## src/rtl/picosoc_iobus_if.sv

```systemverilog
// Bus bundle between the picorv32 iomem master, the I/O fabric and its decoded slave channels.
// s_rdata packs channel i at [32*i+31:32*i].
interface picosoc_iobus_if #(
  parameter int NUM_SLAVES = 4
);
  logic                    mem_valid;
  logic                    mem_ready;
  logic [31:0]             mem_addr;
  logic [31:0]             mem_wdata;
  logic [3:0]              mem_wstrb;
  logic [31:0]             mem_rdata;
  logic [NUM_SLAVES-1:0]   s_valid;
  logic [NUM_SLAVES-1:0]   s_ready;
  logic [31:0]             s_addr;
  logic [31:0]             s_wdata;
  logic [3:0]              s_wstrb;
  logic [32*NUM_SLAVES-1:0] s_rdata;

  modport master (
    output mem_valid, mem_addr, mem_wdata, mem_wstrb,
    input  mem_ready, mem_rdata
  );

  modport slave (
    input  s_valid, s_addr, s_wdata, s_wstrb,
    output s_ready, s_rdata
  );

  modport fabric (
    input  mem_valid, mem_addr, mem_wdata, mem_wstrb, s_ready, s_rdata,
    output mem_ready, mem_rdata, s_valid, s_addr, s_wdata, s_wstrb
  );
endinterface

```

## src/rtl/picosoc_iobus.sv

```systemverilog
// N-channel iomem fabric: base/mask decode, registered request/response FSM, sticky error capture.
// Define PICOSOC_IOBUS_TIMEOUT_EN to build the ACCESS timeout counter and timeout error.
module picosoc_iobus #(
  parameter int              NUM_SLAVES = 4,
  parameter logic [16*32-1:0] SLAVE_BASE = {16{32'h0}},
  parameter logic [16*32-1:0] SLAVE_MASK = {16{32'hFFFF_FF00}},
  parameter int              TIMEOUT    = 255,
  parameter logic [31:0]     ERR_RDATA  = 32'hDEAD_BEEF
) (
  input  logic                 clk,
  input  logic                 reset,
  picosoc_iobus_if.fabric      bus,
  input  logic                 err_clr,
  output logic                 err_flag,
  output logic [1:0]           err_code,
  output logic [31:0]          err_addr
);
  localparam int SEL_W = (NUM_SLAVES > 1) ? $clog2(NUM_SLAVES) : 1;

  typedef enum logic [1:0] {IDLE, ACCESS, RESP} state_t;

  state_t           state_q, state_d;
  logic [SEL_W-1:0] sel_q, sel_d;
  logic [31:0]      addr_q, addr_d;
  logic [31:0]      wdata_q, wdata_d;
  logic [3:0]       wstrb_q, wstrb_d;
  logic [31:0]      rdata_q, rdata_d;
  logic             err_flag_q, err_flag_d;
  logic [1:0]       err_code_q, err_code_d;
  logic [31:0]      err_addr_q, err_addr_d;

  logic [NUM_SLAVES-1:0] hit_vec;
  logic [31:0]           rdata_arr [NUM_SLAVES];
  logic                  hit_any;
  logic [SEL_W-1:0]      hit_idx;
  logic                  sel_ready;
  logic                  tmo_hit;
  logic                  err_set;
  logic [1:0]            err_new_code;
  logic [31:0]           err_new_addr;

  genvar gi;
  generate
    for (gi = 0; gi < NUM_SLAVES; gi++) begin : g_chan
      assign hit_vec[gi]   = ((bus.mem_addr & SLAVE_MASK[32*gi +: 32]) ==
                              (SLAVE_BASE[32*gi +: 32] & SLAVE_MASK[32*gi +: 32]));
      assign rdata_arr[gi] = bus.s_rdata[32*gi +: 32];
    end
  endgenerate

  // Scan from the top so the lowest matching index is the one left standing.
  always_comb begin
    hit_any = 1'b0;
    hit_idx = '0;
    for (int i = NUM_SLAVES - 1; i >= 0; i--) begin
      if (hit_vec[i]) begin
        hit_any = 1'b1;
        hit_idx = SEL_W'(i);
      end
    end
  end

  assign sel_ready = bus.s_ready[sel_q];

`ifdef PICOSOC_IOBUS_TIMEOUT_EN
  localparam int CNT_W = $clog2(TIMEOUT + 1);
  logic [CNT_W-1:0] cnt_q, cnt_d;

  assign tmo_hit = (cnt_q == CNT_W'(TIMEOUT - 1));

  always_comb begin
    cnt_d = cnt_q;
    if (state_q != ACCESS)
      cnt_d = '0;
    else if (!sel_ready && !tmo_hit && (cnt_q != '1))
      cnt_d = cnt_q + 1'b1;
  end

  always_ff @(posedge clk or posedge reset) begin
    if (reset) cnt_q <= '0;
    else       cnt_q <= cnt_d;
  end
`else
  assign tmo_hit = 1'b0;
`endif

  always_comb begin
    state_d      = state_q;
    sel_d        = sel_q;
    addr_d       = addr_q;
    wdata_d      = wdata_q;
    wstrb_d      = wstrb_q;
    rdata_d      = rdata_q;
    err_set      = 1'b0;
    err_new_code = 2'b00;
    err_new_addr = bus.mem_addr;
    case (state_q)
      IDLE: begin
        if (bus.mem_valid) begin
          if (hit_any) begin
            addr_d  = bus.mem_addr;
            wdata_d = bus.mem_wdata;
            wstrb_d = bus.mem_wstrb;
            sel_d   = hit_idx;
            state_d = ACCESS;
          end else begin
            rdata_d      = ERR_RDATA;
            err_set      = 1'b1;
            err_new_code = 2'b01;
            state_d      = RESP;
          end
        end
      end
      ACCESS: begin
        if (sel_ready) begin
          rdata_d = rdata_arr[sel_q];
          state_d = RESP;
        end else if (tmo_hit) begin
          rdata_d      = ERR_RDATA;
          err_set      = 1'b1;
          err_new_code = 2'b10;
          err_new_addr = addr_q;
          state_d      = RESP;
        end
      end
      RESP:    state_d = IDLE;
      default: state_d = IDLE;
    endcase

    // A fresh error beats a simultaneous clear; otherwise the first error sticks.
    err_flag_d = err_flag_q;
    err_code_d = err_code_q;
    err_addr_d = err_addr_q;
    if (err_set && (!err_flag_q || err_clr)) begin
      err_flag_d = 1'b1;
      err_code_d = err_new_code;
      err_addr_d = err_new_addr;
    end else if (err_clr) begin
      err_flag_d = 1'b0;
      err_code_d = 2'b00;
      err_addr_d = 32'h0;
    end
  end

  always_ff @(posedge clk or posedge reset) begin
    if (reset) begin
      state_q    <= IDLE;
      sel_q      <= '0;
      addr_q     <= '0;
      wdata_q    <= '0;
      wstrb_q    <= '0;
      rdata_q    <= '0;
      err_flag_q <= 1'b0;
      err_code_q <= 2'b00;
      err_addr_q <= '0;
    end else begin
      state_q    <= state_d;
      sel_q      <= sel_d;
      addr_q     <= addr_d;
      wdata_q    <= wdata_d;
      wstrb_q    <= wstrb_d;
      rdata_q    <= rdata_d;
      err_flag_q <= err_flag_d;
      err_code_q <= err_code_d;
      err_addr_q <= err_addr_d;
    end
  end

  assign bus.mem_ready = (state_q == RESP);
  assign bus.mem_rdata = rdata_q;
  assign bus.s_valid   = (state_q == ACCESS) ? (NUM_SLAVES'(1) << sel_q) : '0;
  assign bus.s_addr    = addr_q;
  assign bus.s_wdata   = wdata_q;
  assign bus.s_wstrb   = wstrb_q;
  assign err_flag      = err_flag_q;
  assign err_code      = err_code_q;
  assign err_addr      = err_addr_q;
endmodule

```

## src/flat_wrapper.sv

```systemverilog
// flat-port wrapper written by rule: the top's interface ports become plain ports
module picosoc_iobus_flat 
#(
  parameter int              NUM_SLAVES = 4,
  parameter logic [16*32-1:0] SLAVE_BASE = {16{32'h0}},
  parameter logic [16*32-1:0] SLAVE_MASK = {16{32'hFFFF_FF00}},
  parameter int              TIMEOUT    = 255,
  parameter logic [31:0]     ERR_RDATA  = 32'hDEAD_BEEF
)
  (clk, reset, err_clr, err_flag, err_code, err_addr, bus_mem_valid, bus_mem_addr, bus_mem_wdata, bus_mem_wstrb, bus_s_ready, bus_s_rdata, bus_mem_ready, bus_mem_rdata, bus_s_valid, bus_s_addr, bus_s_wdata, bus_s_wstrb);
  picosoc_iobus_if #(.NUM_SLAVES(NUM_SLAVES)) bus_i ();
  input  logic clk;
  input  logic reset;
  input  logic err_clr;
  output logic err_flag;
  output logic [1:0] err_code;
  output logic [31:0] err_addr;
  input wire logic [$bits(bus_i.mem_valid)-1:0] bus_mem_valid;
  input wire logic [$bits(bus_i.mem_addr)-1:0] bus_mem_addr;
  input wire logic [$bits(bus_i.mem_wdata)-1:0] bus_mem_wdata;
  input wire logic [$bits(bus_i.mem_wstrb)-1:0] bus_mem_wstrb;
  input wire logic [$bits(bus_i.s_ready)-1:0] bus_s_ready;
  input wire logic [$bits(bus_i.s_rdata)-1:0] bus_s_rdata;
  output wire logic [$bits(bus_i.mem_ready)-1:0] bus_mem_ready;
  output wire logic [$bits(bus_i.mem_rdata)-1:0] bus_mem_rdata;
  output wire logic [$bits(bus_i.s_valid)-1:0] bus_s_valid;
  output wire logic [$bits(bus_i.s_addr)-1:0] bus_s_addr;
  output wire logic [$bits(bus_i.s_wdata)-1:0] bus_s_wdata;
  output wire logic [$bits(bus_i.s_wstrb)-1:0] bus_s_wstrb;
  assign bus_i.mem_valid = bus_mem_valid;
  assign bus_i.mem_addr = bus_mem_addr;
  assign bus_i.mem_wdata = bus_mem_wdata;
  assign bus_i.mem_wstrb = bus_mem_wstrb;
  assign bus_i.s_ready = bus_s_ready;
  assign bus_i.s_rdata = bus_s_rdata;
  assign bus_mem_ready = bus_i.mem_ready;
  assign bus_mem_rdata = bus_i.mem_rdata;
  assign bus_s_valid = bus_i.s_valid;
  assign bus_s_addr = bus_i.s_addr;
  assign bus_s_wdata = bus_i.s_wdata;
  assign bus_s_wstrb = bus_i.s_wstrb;
  picosoc_iobus #(.NUM_SLAVES(NUM_SLAVES), .SLAVE_BASE(SLAVE_BASE), .SLAVE_MASK(SLAVE_MASK), .TIMEOUT(TIMEOUT), .ERR_RDATA(ERR_RDATA)) u_core (.clk(clk), .reset(reset), .bus(bus_i), .err_clr(err_clr), .err_flag(err_flag), .err_code(err_code), .err_addr(err_addr));
endmodule
```

## config.mk

```make
export PLATFORM = sky130hd
export DESIGN_NAME = picosoc_iobus_flat
export DESIGN_NICKNAME = d
export VERILOG_FILES = /design/src/rtl/picosoc_iobus_if.sv /design/src/rtl/picosoc_iobus.sv /design/src/flat_wrapper.sv
export SDC_FILE = /design/constraint.sdc
export NUM_CORES = 1
export LEC_CHECK = 0
export BUFFER_PORTS_ARGS = -buffer_cell sky130_fd_sc_hd__buf_2
export CORE_AREA = 2 2 134 136
export DETAILED_ROUTE_END_ITERATION = 10
export DIE_AREA = 0 0 136 138
export PLACE_DENSITY_LB_ADDON = 0.08
export REMOVE_ABC_BUFFERS = 1
export SLEW_MARGIN = 20
export SYNTH_ARGS = -nofsm -noshare
export SYNTH_HDL_FRONTEND = slang
export SYNTH_SLANG_ARGS = --single-unit
```

## constraint.sdc

```tcl
create_clock -name clk -period 5.3 [get_ports clk]
set_input_delay 0.53 -clock clk [delete_from_list [all_inputs] [get_ports clk]]
set_output_delay 0.53 -clock clk [all_outputs]
set_load 0.01 [all_outputs]
```

# == Word level (Yosys, flattened, before mapping) ==
# Cells that the tools add are included.
# totals
elab_cells,45
latchBits,0
out_inout_bits,140
in_bits,204
mem_bits_ro,0
ram_bits,0
n_memories,0
ff_bits,137
# classes
n_div,0
shift,0
n_reduce_logical,10
muxes,22
magnitude_cmp,0
multipliers,0
n_eq_ne,5
bitwise,0
add_sub_neg,0
# op_table
cell,n
$mux W32,5
$pmux W32 S2,1
$logic_not A32 Y1,1
$mux W2,7
$mux W1,8
$ne A2 B2 Y1 const B,2
$pmux W2 S2,1
$reduce_and A4 Y1,1
$reduce_bool A2 Y1,2
$reduce_and A3 Y1,1
$eq A2 B1 Y1 const B,1
$eq A2 B2 Y1 const B,1
$logic_not A2 Y1,1
$ne A2 B1 Y1 const B,1
$reduce_and A2 Y1,1
$logic_and A1 B1 Y1,1
$logic_not A1 Y1,1
$logic_or A1 B1 Y1,1

# == Longest topological paths before layout ==
# logic_depth
ltp_word,7
ltp_mapped,6
ltp_nobuf,5

# == Worst setup path after synthesis ==
# No wires, ideal clock.
# synth_timing
kind,input port to flip-flop
start,input port bus_mem_addr[29]
end,"register u_core.addr_q[0], in the netlist u_core.bus.s_addr[0]"
path_stages,5
setup_ns,0.125
required_ns,5.175
slack_ns,3.276
path_buffers,1
t_arrival_ns,1.899
path_cell_list,nor4_2 -> nand4_2 -> nor3_2 -> buf_2 -> mux2_2
# synth_via
elab_chain_cells,3
# synth_lines
element,line_no,text
from (decl),flat_wrapper.sv:19,input wire logic [$bits(bus_i.mem_addr)-1:0] bus_mem_addr;
$logic_not A32 Y1,picosoc_iobus.sv:45,assign hit_vec[gi] = ((bus.mem_addr & SLAVE_MASK[32*gi +: 32]) ==
$mux W1,picosoc_iobus.sv:56,if (hit_vec[i]) begin
$reduce_and A3 Y1 (no line),--,
to (signal assigned),picosoc_iobus.sv:159,addr_q <= addr_d;
to (decl),picosoc_iobus.sv:24,"logic [31:0] addr_q, addr_d;"
# Every way passes these cells.
# A chain may end at the register's enable or synchronous reset.

# == Final worst setup path ==
# layout_timing
start,input port bus_mem_addr[22]
end,"register u_core.addr_q[0], in the netlist u_core.bus.s_addr[0]"
# Same word-level chain as after synthesis.

==> flow_summary.toml <==
[placed_design]
placement.io_buffers = 240
hpwlAfterDp_um = 9180
gp_congestion = 0.726
dp_cells = 773

[critical_path]
critPathKind = "in -> reg"
cp.arrival_ps = 3000
worstSetupEndpointType = "register"
cp_max_fo = 25
cp-start-kind = "primary input"
required_ps = 5590

[synthesis]
yosysTopAreaCell = "dfrtp_1"
ys_types = 28
netlist_instances = 320
avgSynthCellArea_sq_um = 15.5
synth_seq_cells = 135
synth_area_leaders = "dfrtp_1 68%, mux2_2 10%, a22o_1 7.1%"
synth-seq-area-share_pct = 68.3
syn-cell-area_sq_um = 4950
netlist.area_leader.share_pct = 68.3
yosysWarnings = 0

[route]
wire_per_inst_um = 16.5
first_pass_iters = 4
vias = 3567
antenna_left = 0
vias_per_cell = 4.43
wl_um = 13300
drtIter0Drc = 158
drc = 0

[sta]
clock_skew_ps = 6.64
relSlewSlack_pct = 36.0
slew_violations = 0
final-setup-viol-count = 0
hold-worst-slack_ps = 237
fmax_mhz = 369
grt_setup_unrepaired = "no"
final.min_clock_period_ps = 2710
tightest_slew_ps = 958
hold_viol = 0
fin_crit_sh_pct = 51.1
setup_tns_ps = 0

[power_and_ir_drop]
power_density_nw_per_um2 = 340
vdd_drop_max_mv = 0.221
power_mw = 2.36
p_leak_nw = 3.69

[floorplan]
num_rows = 49
io_pins = 344
die_x_um = 136
start_util_pct = 28.2
die_area_sq_um = 18800
core-area_sq_um = 17500
die_y_um = 138

[global_route]
grt_pass1_vias = 3790
track_usage_pct = 14.4
grt_pass1_wl_um = 20600
grt_overflow = 0
grt_antenna_before_repair = 0
grt_max_degree = 81

[clock_tree]
cts_resized = 0
numCtsBuffers = 17
cts_tree = "yes"
cts-root-buf = "clkbuf_16"
cts-htree-levels = 4
post-cts-setup-buffer-count = 0
clock_sinks = 135
postCtsHoldBufs = 0
clockBufferDepth = 2
path_clk_slew_ps = 60
clk_latency_ps = 420

[cells_and_area]
layout.cells.non_filler = 805
area_growth_syn_to_layout_pct = 40.0
antenna_cells = 0
post-route-util_pct = 39.5
drive_above_1_share_pct = 57.1
fin_nets = 767

[run]
max_cap_violations = 0

[hold_path]
hold_class = "in -> async"

[status]
status = "complete, no violations"
## synth_stat cells
cell type and count:
a21o_1 1, a21oi_1 1, a22o_1 40, and2_0 1
buf_2 9, buf_4 5, buf_6 2, clkbuf_1 7
conb_1 1, dfrtp_1 135, inv_1 2, inv_4 1
mux2_2 44, nand2_1 4, nand2b_1 2, nand4_2 1
nor2_1 1, nor2b_1 26, nor3_2 1, nor4_1 2
nor4_2 4, o211a_1 1, o21ai_0 1, o21bai_1 1
o22a_1 24, o31ai_2 1, o31ai_4 1, or3b_1 1
## registers in the layout (all words and copies together), names as in the netlist
name	flops
u_core.err_code	1
u_core.bus.mem_rdata	32
u_core.bus.s_wstrb	4
u_core.bus.s_addr	32
u_core.err_addr	32
u_core.state_q	2
u_core.bus.s_wdata	32
## worst max-delay path: stages
cell and delay (ps):
buf_2 110, nor4_2 350, nand4_2 330, nor3_4 820, buf_4 460, mux2_2 370
## per-layer routing
| layer | routed length [um] | global-route usage (%) | vias to the layer above |
|---|---|---|---|
| met5 | 0 | 0 | - |
| met4 | 267 | 6.09 | 0 |
| met3 | 1280 | 6.38 | 19 |
| met2 | 5800 | 20.8 | 152 |
| met1 | 5940 | 18.8 | 1749 |
| li1 | - | - | 1647 |
## metrics by stage
step / cell area, sq um / setup slack, ps
after floorplan: 4830 / 1160
after global placement: 6360 / 2110
after detailed placement: 6360 / 2090
after CTS: 6930 / 2540
after global routing: 6930 / 2380
final: 6930 / 2590
## cell type report
cell class,instances,area [sq um]
clock inverter,12,116
inverter,3,18.8
fill,1708,10600
sequential,135,3380
timing repair buffer,244,1230
clock buffer,20,447
tap,229,287
multi-input combinational,162,1450
## report_power, final
group          total [mW]  internal, mW  switching [mW]
sequential           1.07          1.05          0.0129
combinational       0.158        0.0674          0.0910
clock                1.13         0.664           0.467
## path summary, 6_finish.rpt
path | start | endpoint | slack [ps] | cells after the start
max | bus_mem_addr[22] | u_core.bus.s_addr[0]$_DFFE_PP0P_ | 2590 | 6
min | reset | u_core.bus.s_wdata[28]$_DFFE_PP0P_ | 240 | 2
max reg2reg | u_core.state_q[0]$_DFFE_PP0P_ | u_core.bus.s_addr[0]$_DFFE_PP0P_ | 2650 | 4
min reg2reg | u_core.bus.mem_rdata[13]$_DFFE_PP0P_ | u_core.bus.mem_rdata[13]$_DFFE_PP0P_ | 480 | 1
max in group asynchronous | reset | u_core.bus.s_addr[26]$_DFFE_PP0P_ | 3800 | 3
min in group clk | bus_s_rdata[8] | u_core.bus.mem_rdata[8]$_DFFE_PP0P_ | 340 | 2
## kinds of logic (layout without fill, tap and decap cells)
logic type,count (synthesis),after routing,synth area share [%]
AOI/OAI and AO/OA,71,71,12.7
buffers and inverters,26,279,2.93
DFF,135,135,68.3
muxes,44,44,10.0
other,1,4,0.0758
and+or+nand+nor,43,43,5.94
## cells in the final DEF (no fill, tap or decap), types with 2 or more instances in the layout
cell,instances
o22a_1,24
clkbuf_1,2
o31ai_4,2
a22o_1,40
inv_6,6
clkbuf_16,17
nand2_1,4
buf_4,4
nor4_2,4
nor2b_1,26
dfrtp_1,135
nor4_1,2
mux2_2,44
buf_2,240
clkinvlp_4,5
nand2b_1,2
conb_1,4
Power figures use the tool's default switching activity.
